### config.mk
export PLATFORM = sky130hd
export DESIGN_NAME = fetch_unit
export DESIGN_NICKNAME = d
export VERILOG_FILES = /design/src/rtl/fetch_pkg.sv /design/src/rtl/fetch_queue.sv /design/src/rtl/fetch_unit.sv
export SDC_FILE = /design/constraint.sdc
export NUM_CORES = 1
export LEC_CHECK = 0
export ABC_CLOCK_PERIOD_IN_PS = 6400
export BUFFER_PORTS_ARGS = -buffer_cell sky130_fd_sc_hd__buf_2
export CAP_MARGIN = 20
export CORE_AREA = 2 2 125 127
export DETAILED_ROUTE_END_ITERATION = 10
export DIE_AREA = 0 0 127 129
export MAX_ROUTING_LAYER = met4
export PLACE_DENSITY = 0.78
export SETUP_SLACK_MARGIN = 0.3
export SLEW_MARGIN = 10
export SYNTH_ARGS = -nofsm -noshare
export SYNTH_HDL_FRONTEND = slang
export SYNTH_SLANG_ARGS = --single-unit
### constraint.sdc
create_clock -name clk -period 6.4 [get_ports clk]
set_input_delay 0.96 -clock clk [delete_from_list [all_inputs] [get_ports clk]]
set_output_delay 0.96 -clock clk [all_outputs]
set_load 0.03 [all_outputs]
### src/rtl/fetch_pkg.sv
// fetch_pkg: shared types and constants for the instruction-fetch stage.
//   fetch_entry_t : one prefetch queue entry {pc, instr}
//   INSTR_BYTES   : PC increment per fetched instruction
//   NOP_INSTR     : canonical no-op encoding used to fill unused memory
package fetch_pkg;

    typedef struct packed {
        logic [31:0] pc;
        logic [31:0] instr;
    } fetch_entry_t;

    localparam logic [31:0] INSTR_BYTES = 32'd4;
    localparam logic [31:0] NOP_INSTR   = 32'h0000_0013;

endpackage

### src/rtl/fetch_queue.sv
// fetch_queue: DEPTH-entry FIFO of fetch_entry_t used as the prefetch queue.
// Ports:
//   clk, reset  : rising-edge clock, asynchronous active-high reset
//   push, wdata : enqueue request and entry (ignored when full unless popping)
//   pop         : dequeue head entry (ignored when empty)
//   flush       : synchronous clear of count and pointers; wins over push/pop
//   rdata       : head entry, straight from registered storage
//   full, empty : occupancy status
module fetch_queue
    import fetch_pkg::*;
#(
    parameter int unsigned DEPTH = 2
) (
    input  logic         clk,
    input  logic         reset,
    input  logic         push,
    input  logic         pop,
    input  logic         flush,
    input  fetch_entry_t wdata,
    output fetch_entry_t rdata,
    output logic         full,
    output logic         empty
);

    localparam int unsigned PW = $clog2(DEPTH);
    localparam int unsigned CW = $clog2(DEPTH + 1);

    fetch_entry_t   mem [DEPTH];
    logic [PW-1:0]  rd_ptr;
    logic [PW-1:0]  wr_ptr;
    logic [CW-1:0]  count;
    logic           do_push;
    logic           do_pop;

    assign full  = (count == CW'(DEPTH));
    assign empty = (count == '0);

    // A full queue still accepts a push when the head leaves in the same cycle.
    assign do_push = push && (!full || pop);
    assign do_pop  = pop && !empty;

    assign rdata = mem[rd_ptr];

    always_ff @(posedge clk or posedge reset) begin
        if (reset) begin
            rd_ptr <= '0;
            wr_ptr <= '0;
            count  <= '0;
            for (int unsigned i = 0; i < DEPTH; i++) begin
                mem[i] <= '0;
            end
        end else if (flush) begin
            rd_ptr <= '0;
            wr_ptr <= '0;
            count  <= '0;
        end else begin
            if (do_push) begin
                mem[wr_ptr] <= wdata;
                wr_ptr      <= wr_ptr + PW'(1);
            end
            if (do_pop) begin
                rd_ptr <= rd_ptr + PW'(1);
            end
            if (do_push && !do_pop) begin
                count <= count + CW'(1);
            end else if (do_pop && !do_push) begin
                count <= count - CW'(1);
            end
        end
    end

endmodule

### src/rtl/fetch_unit.sv
// fetch_unit: instruction-fetch stage in front of a combinational instruction ROM.
// Ports:
//   clk, reset      : rising-edge clock, asynchronous active-high reset
//   imem_addr       : word-aligned fetch address (the fetch PC)
//   imem_rdata      : instruction word returned in the same cycle
//   redirect_valid  : load redirect_pc (bits [1:0] dropped) and flush the queue
//   redirect_pc     : redirect target
//   inst_valid      : head entry available to decode
//   inst_ready      : decode accepts the head entry
//   inst_out        : head instruction word
//   inst_pc         : PC of the head instruction
//   inst_pc_plus4   : inst_pc + 4, wrapping modulo 2^32
//   misalign_err    : one-cycle pulse after a redirect to a non-word-aligned target
module fetch_unit
    import fetch_pkg::*;
#(
    parameter logic [31:0] RESET_PC = 32'h0000_0000,
    parameter int unsigned DEPTH    = 2
) (
    input  logic        clk,
    input  logic        reset,
    output logic [31:0] imem_addr,
    input  logic [31:0] imem_rdata,
    input  logic        redirect_valid,
    input  logic [31:0] redirect_pc,
    output logic        inst_valid,
    input  logic        inst_ready,
    output logic [31:0] inst_out,
    output logic [31:0] inst_pc,
    output logic [31:0] inst_pc_plus4,
    output logic        misalign_err
);

    logic [31:0]  fetch_pc;
    logic         push;
    logic         pop;
    logic         full;
    logic         empty;
    fetch_entry_t new_entry;
    fetch_entry_t head;

    assign imem_addr  = fetch_pc;
    assign inst_valid = !empty;
    assign pop        = inst_valid && inst_ready;
    // Redirect suppresses the push: the word at the old fetch_pc is on the wrong path.
    assign push       = !redirect_valid && (!full || pop);

    assign new_entry.pc    = fetch_pc;
    assign new_entry.instr = imem_rdata;

    fetch_queue #(
        .DEPTH (DEPTH)
    ) u_queue (
        .clk   (clk),
        .reset (reset),
        .push  (push),
        .pop   (pop),
        .flush (redirect_valid),
        .wdata (new_entry),
        .rdata (head),
        .full  (full),
        .empty (empty)
    );

    assign inst_out      = head.instr;
    assign inst_pc       = head.pc;
    assign inst_pc_plus4 = head.pc + INSTR_BYTES;

    always_ff @(posedge clk or posedge reset) begin
        if (reset) begin
            fetch_pc     <= RESET_PC;
            misalign_err <= 1'b0;
        end else begin
            misalign_err <= redirect_valid && (redirect_pc[1:0] != 2'b00);
            if (redirect_valid) begin
                fetch_pc <= {redirect_pc[31:2], 2'b00};
            end else if (push) begin
                fetch_pc <= fetch_pc + INSTR_BYTES;
            end
        end
    end

endmodule

==> flow_summary.yaml, run 1 <==
worst_setup_path:
  setup.reg_to_reg.worst_slack_ns: 4.19
  worstReg2RegStart: "u_queue.count[0]"
  worst-r2r-cell-count: 5
  path_class: "register to primary output"
  timing.critical_path.to: "inst_pc_plus4[31]"
  crit_path_end_kind: "primary output"
  capturing_point_of_the_worst_reg2reg_path: "imem_addr[10]"
  timing.critical_path.required_ns: 5.44
  crit_path_start_kind: "register"
  worst_ep_arrival_time_ns: 3.01
  critPathLaunch: "u_queue.rd_ptr"
  path_max_fanout: 44
cts:
  cts.repair.resized: 0
  clk-insertion-delay-late_ns: 0.42
  cts.root.buffer_cell: "sky130_fd_sc_hd__clkbuf_16"
  clk_transition_reported_paths_ns: 0.07
  cts-hold-fix-buffers: 0
  tritoncts: "built"
  clock_sink_count: 159
  cts-htree-levels: 4
  numCtsBuffers: 17
  number_of_setup_buffers_added_after_cts: 0
  clockBufferDepth: 2
logic_synthesis:
  yosys_warnings: 0
  synth-async-reset-ratio: 1.00
  syn_inst: 662
  synth_enable_flop_cells: 0
  area_share_of_the_largest_cell_type_after_synthesis: 0.497
  synth_top_cells_by_count: "161 x sky130_fd_sc_hd__mux2_2, 159 x sky130_fd_sc_hd__dfrtp_1, 53 x sky130_fd_sc_hd__nand2_1"
  synth_area_per_cell_sq_um: 12.1
  mappedNetlistArea_sq_um: 8010
  synth_top_cells_by_area: "sky130_fd_sc_hd__dfrtp_1 50%, sky130_fd_sc_hd__mux2_2 23%, sky130_fd_sc_hd__xor2_1 3.2%"
  synth_top_area_cell: "sky130_fd_sc_hd__dfrtp_1"
  yosysUniqueCellTypes: 50
  synth_most_common_cell: "sky130_fd_sc_hd__mux2_2"
  top_flip_flop_cell_by_instance_count_after_synthesis: "sky130_fd_sc_hd__dfrtp_1"
  synth_seq_cells: 159
  seq_area_frac_synth: 0.497
job:
  cap_violations: 0
layout:
  layout-drive-gt1-share: 0.474
  area_growth_syn_to_layout_pct: 21.0
  num-nets-final: 913
  final_core_utilization: 0.647
  fillCellCount: 1206
floorplanning:
  row_count: 45
  chipWidth_um: 127
  io_pins: 198
  fp.dieArea_sq_um: 16400
  core_outline_area_sq_um: 15000
  initial_core_util: 0.535
  die_height_um: 129
placed_design:
  place.detailed.hpwl_um: 12700
  gp_congestion: 0.817
  placement.io_buffers: 191
  worst_setup_slack_after_placement_ns: 2.84
sta:
  worst_slack_ns: 2.43
  rsz0062_at_grt: "false"
  fin_worst_hold_slack_ns: 0.487
  layout_min_cycle_time_ns: 3.97
  final-setup-viol-count: 0
  period_share: 0.621
  max_freq_mhz: 252
  worst-slew-pin-transition_ns: 0.997
  slew_headroom: 0.333
  finalMaxSlewViolations: 0
  finalHoldViolations: 0
  sum_of_negative_setup_slack_ns: 0
  clock_skew_ns: 0.00914
routing:
  drt_first_iter_violations: 394
  drtAntennaViolNets: 0
  route.detailed.wl_per_inst_um: 17.5
  detail_route.drc_violations: 0
  dr_total_vias: 5722
  drt-pass1-iter-count: 4
  viasPerCell: 5.47
  overall_routed_net_length_um: 18400
global_routing:
  first_global_vias: 5891
  grt_start_max_net_pins: 84
  first_pass_grt_wire_length_um: 30100
  globalRouteOverflowTotal: 0
  groute.usage.overall: 0.241
  antenna_violations_before_repair: 2
outcome:
  run_status: "finished clean"
worst_hold_path:
  timing.hold.worst.class: "register to register"
  whs_path_depth: 1
pwr:
  irDropWorstVdd_uv: 233
  total_leakage_power_uw: 0.00437
  power_density_nw_per_um2: 381
sequential cells by signal, indices dropped and copies added, names as in the netlist:
name and count:
u_queue.count 2, u_queue.rd_ptr 1, u_queue.wr_ptr 1, u_queue.mem 124, imem_addr 30, misalign_err 1
cells in the final DEF (no fill, tap or decap), types with 3 or more instances in the layout:
| cell | instances |
|---|---|
| sky130_fd_sc_hd__bufinv_16 | 3 |
| sky130_fd_sc_hd__nand4_1 | 21 |
| sky130_fd_sc_hd__inv_1 | 10 |
| sky130_fd_sc_hd__and4_1 | 3 |
| sky130_fd_sc_hd__nor2b_1 | 4 |
| sky130_fd_sc_hd__conb_1 | 6 |
| sky130_fd_sc_hd__and3_1 | 3 |
| sky130_fd_sc_hd__mux2_1 | 16 |
| sky130_fd_sc_hd__nand4b_1 | 7 |
| sky130_fd_sc_hd__nor3_1 | 4 |
| sky130_fd_sc_hd__nor3b_2 | 4 |
| sky130_fd_sc_hd__o21ai_1 | 20 |
| sky130_fd_sc_hd__dfrtp_1 | 158 |
| sky130_fd_sc_hd__inv_6 | 4 |
| sky130_fd_sc_hd__mux2i_1 | 7 |
| sky130_fd_sc_hd__buf_4 | 7 |
| sky130_fd_sc_hd__clkinvlp_4 | 4 |
| sky130_fd_sc_hd__clkinv_4 | 4 |
| sky130_fd_sc_hd__o21ai_0 | 11 |
| sky130_fd_sc_hd__nor2_1 | 20 |
| sky130_fd_sc_hd__xor2_1 | 29 |
| sky130_fd_sc_hd__buf_2 | 191 |
| sky130_fd_sc_hd__a21oi_1 | 6 |
| sky130_fd_sc_hd__xnor2_1 | 28 |
| sky130_fd_sc_hd__nand2_1 | 53 |
| sky130_fd_sc_hd__nand3_1 | 18 |
| sky130_fd_sc_hd__a21o_1 | 3 |
| sky130_fd_sc_hd__clkbuf_16 | 17 |
| sky130_fd_sc_hd__mux2_2 | 161 |
cell families after synthesis:
group,Yosys count,share of synthesized area
simple gates,156,0.109
fa+ha+maj,2,0.00312
xor+xnor,57,0.0623
flops,159,0.497
other cells,1,0.000468
buf+inv,52,0.0325
compound gates,51,0.0380
mux,184,0.258
per-layer routing:
layer  vias up  GRT usage  share of wire
li1       2698          -              -
met1      2827      0.301           0.44
met4         0     0.0653          0.010
met5         -          -              0
met2       180      0.384           0.48
met3        17     0.0740          0.075
worst min path at each step:
stage	startpoint	to	slack (ns)
global placement	u_queue.mem[65]	u_queue.mem[65]	0.46
finish	u_queue.mem[89]	u_queue.mem[89]	0.49
global route	u_queue.mem[91]	u_queue.mem[91]	0.51
CTS	u_queue.mem[89]	u_queue.mem[89]	0.49
detailed placement	u_queue.mem[95]	u_queue.mem[95]	0.47
floorplan	u_queue.mem[64]	u_queue.mem[64]	0.45
power by group:
part	leakage, uW	total (uW)	internal [uW]	switching, uW
Clock	0.000286	1040	618	421
Combinational	0.00218	1250	484	763
Sequential	0.00191	1410	1230	176
worst max-delay path: stages (launching register included):
cell	delay [ns]
sky130_fd_sc_hd__dfrtp_4	0.71
sky130_fd_sc_hd__buf_4	0.58
sky130_fd_sc_hd__mux2i_1	0.24
sky130_fd_sc_hd__a21oi_1	0.26
sky130_fd_sc_hd__nand4_1	0.16
sky130_fd_sc_hd__nor3_1	0.23
sky130_fd_sc_hd__xor2_1	0.16
sky130_fd_sc_hd__buf_2	0.21
area by class of cell:
type	instances	area, sq um	share of cell area
inverter	11	46.3	0.00478
sequential	159	3980	0.411
clock buffer	17	425	0.0439
timing repair buffer	198	1010	0.104
multi-input combinational	456	3800	0.392
tap	188	235	0.0243
clock inverter	15	186	0.0192
antenna	2	5.00	0.000516
per-stage QoR:
step / power, uW / instance area [sq um] / cells
after global placement: 2650 / 9080 / 1012
after floorplan: 2330 / 8030 / 667
final: 3690 / 9690 / 1046
after detailed placement: 2670 / 9080 / 1012
after global routing: 3880 / 9690 / 1046
after CTS: 3720 / 9690 / 1044
No activity file was read; power rests on OpenSTA's default activity.
==> inputs of run 2 (changes only) <==
Settings changed: ABC_CLOCK_PERIOD_IN_PS 6400 to 3950.
Clock period 6.4 ns to 3.95 ns, I/O delays scaled along.
==> run 2 against run 1 <==
Net effect: via count is 0.23% higher; count of clock-buffer cells in the layout is 1 higher; hold slack worse by 0.21 ns; cell area is 1.1% higher; register-to-register slack worse by 2.4 ns; clock skew is 0.0025 ns lower; critical path type unchanged; highest routed layer unchanged.
==> flow_summary.yaml, run 2 (synthesis results as in run 1) <==
sta:
  max_freq_mhz: 293
  slew_headroom: 0.428
  clock_skew_ns: 0.00661
  fin_worst_hold_slack_ns: 0.280
  sum_of_negative_setup_slack_ns: 0
  finalHoldViolations: 0
  period_share: 0.863
  worst-slew-pin-transition_ns: 0.855
  rsz0062_at_grt: "false"
  final-setup-viol-count: 0
  finalMaxSlewViolations: 0
  layout_min_cycle_time_ns: 3.41
layout:
  area.sequential_sq_um: 3980
  layout-drive-gt1-share: 0.480
  final_common_cell: "sky130_fd_sc_hd__buf_2"
  leading_cell_types_in_the_layout_fill_and_taps_excluded: "191 x sky130_fd_sc_hd__buf_2, 161 x sky130_fd_sc_hd__mux2_2, 158 x sky130_fd_sc_hd__dfrtp_1"
  multi_input_area_sq_um: 3830
  largest-register: "u_queue.mem"
  largest_reg_flops: 124
  area_growth_syn_to_layout_pct: 22.4
  fillCellCount: 1190
  num-nets-final: 917
global_routing:
  grt_start_max_net_pins: 99
  globalRouteOverflowTotal: 0
  groute.usage.overall: 0.235
  first_global_vias: 5703
  antenna_violations_before_repair: 3
  first_pass_grt_wire_length_um: 29200
floorplanning:
  io_pins: 198
  die_height_um: 129
  row_count: 45
  core_outline_area_sq_um: 15000
  initial_core_util: 0.535
  chipWidth_um: 127
  fp.dieArea_sq_um: 16400
pwr:
  internal_power_uw: 3850
  p_clk_frac: 0.284
  switching_share: 0.363
  total_leakage_power_uw: 0.00442
  share_seq_of_total_power: 0.378
  power_frac_comb: 0.339
  power_density_nw_per_um2: 617
  irDropWorstVdd_uv: 333
  net-switching-power_uw: 2190
routing:
  drtAntennaViolNets: 0
  drt-pass1-iter-count: 4
  route.detailed.wl_per_inst_um: 17.7
  drt_first_iter_violations: 309
  detail_route.drc_violations: 0
  dr_total_vias: 5735
  overall_routed_net_length_um: 18600
  viasPerCell: 5.46
cts:
  clk_transition_reported_paths_ns: 0.06
  numCtsBuffers: 17
  tritoncts: "built"
  cts-htree-levels: 4
  cts.repair.resized: 0
  cts.root.buffer_cell: "sky130_fd_sc_hd__clkbuf_16"
  clockBufferDepth: 2
  number_of_setup_buffers_added_after_cts: 0
  clk-insertion-delay-late_ns: 0.42
  cts-hold-fix-buffers: 0
  clock_sink_count: 159
worst_setup_path:
  worst_ep_arrival_time_ns: 2.82
  crit_path_end_kind: "primary output"
  path_class: "register to primary output"
  path_max_fanout: 25
  timing.critical_path.required_ns: 3.36
  crit_path_start_kind: "register"
outcome:
  run_status: "finished clean"
job:
  cap_violations: 0
placed_design:
  placement.io_buffers: 191
  gp_congestion: 0.783
  place.detailed.hpwl_um: 12900
worst_hold_path:
  timing.hold.worst.class: "primary input to asynchronous set/reset pin"
## run 2: cell types whose count changed in the layout (fill, tap and decap cells not counted), moves of 2 or more
| cell | change |
|---|---|
| sky130_fd_sc_hd__xor2_2 | +2 |
| sky130_fd_sc_hd__inv_6 | -3 |
| sky130_fd_sc_hd__xor2_1 | -2 |
| sky130_fd_sc_hd__buf_12 | +2 |
## run 2: final timing paths
path                                 start                end  slack [ns]  depth (start not counted)
max reg2reg                   imem_addr[5]      imem_addr[18]        1.83                          5
max in group asynchronous            reset     u_queue.rd_ptr        3.16                          3
min reg2reg                u_queue.mem[94]    u_queue.mem[94]        0.48                          1
max                         u_queue.rd_ptr  inst_pc_plus4[26]        0.54                          8
min in group clk            redirect_pc[0]       misalign_err        0.37                          2
min                                  reset    u_queue.mem[93]        0.28                          3
## run 2: critical path, cell delays in order, from the launching register on
cell	delay (ns)
sky130_fd_sc_hd__dfrtp_4	0.63
sky130_fd_sc_hd__mux2i_2	0.21
sky130_fd_sc_hd__inv_1	0.09
sky130_fd_sc_hd__ha_1	0.23
sky130_fd_sc_hd__o211a_2	0.27
sky130_fd_sc_hd__nand4_1	0.33
sky130_fd_sc_hd__nor3_1	0.29
sky130_fd_sc_hd__o22a_1	0.16
sky130_fd_sc_hd__buf_2	0.19
## run 2: cell type report
cell class              instances  area share
diodes                          3    0.000766
clock buffers                  18      0.0438
clock inverters                13      0.0194
inverters                      11     0.00459
multi-input cells             456       0.391
flip-flops and latches        159       0.406
well taps                     188      0.0240
repair buffers                202       0.111
## run 2: layer usage
metal	track usage	vias to the layer above	wire length [um]
li1	-	2702	-
met1	0.293	2841	8170
met2	0.377	169	8950
met3	0.0624	23	1090
met4	0.0756	0	343
met5	-	-	0
## run 2: power by group through the flow
stage               logic [uW]  registers, uW  clock network, uW
finish                    2050           2280               1720
global route              2180           2330               1820
CTS                       2040           2280               1750
detailed placement        2040           2310                  0
global placement          2010           2300                  0
floorplan                 1530           2260                  0
## run 2: metrics by stage
| stage | area, sq um | utilization | setup slack, ns | total power [uW] | instances |
|---|---|---|---|---|---|
| floorplan | 8060 | - | 0.321 | 3790 | 667 |
| global placement | 9150 | 0.611 | 0.929 | 4310 | 1015 |
| detailed placement | 9150 | 0.611 | 0.887 | 4340 | 1015 |
| finish | 9800 | 0.655 | 0.540 | 6040 | 1050 |
| global route | 9800 | 0.655 | 0.394 | 6330 | 1050 |
| CTS | 9770 | 0.652 | 0.426 | 6070 | 1046 |
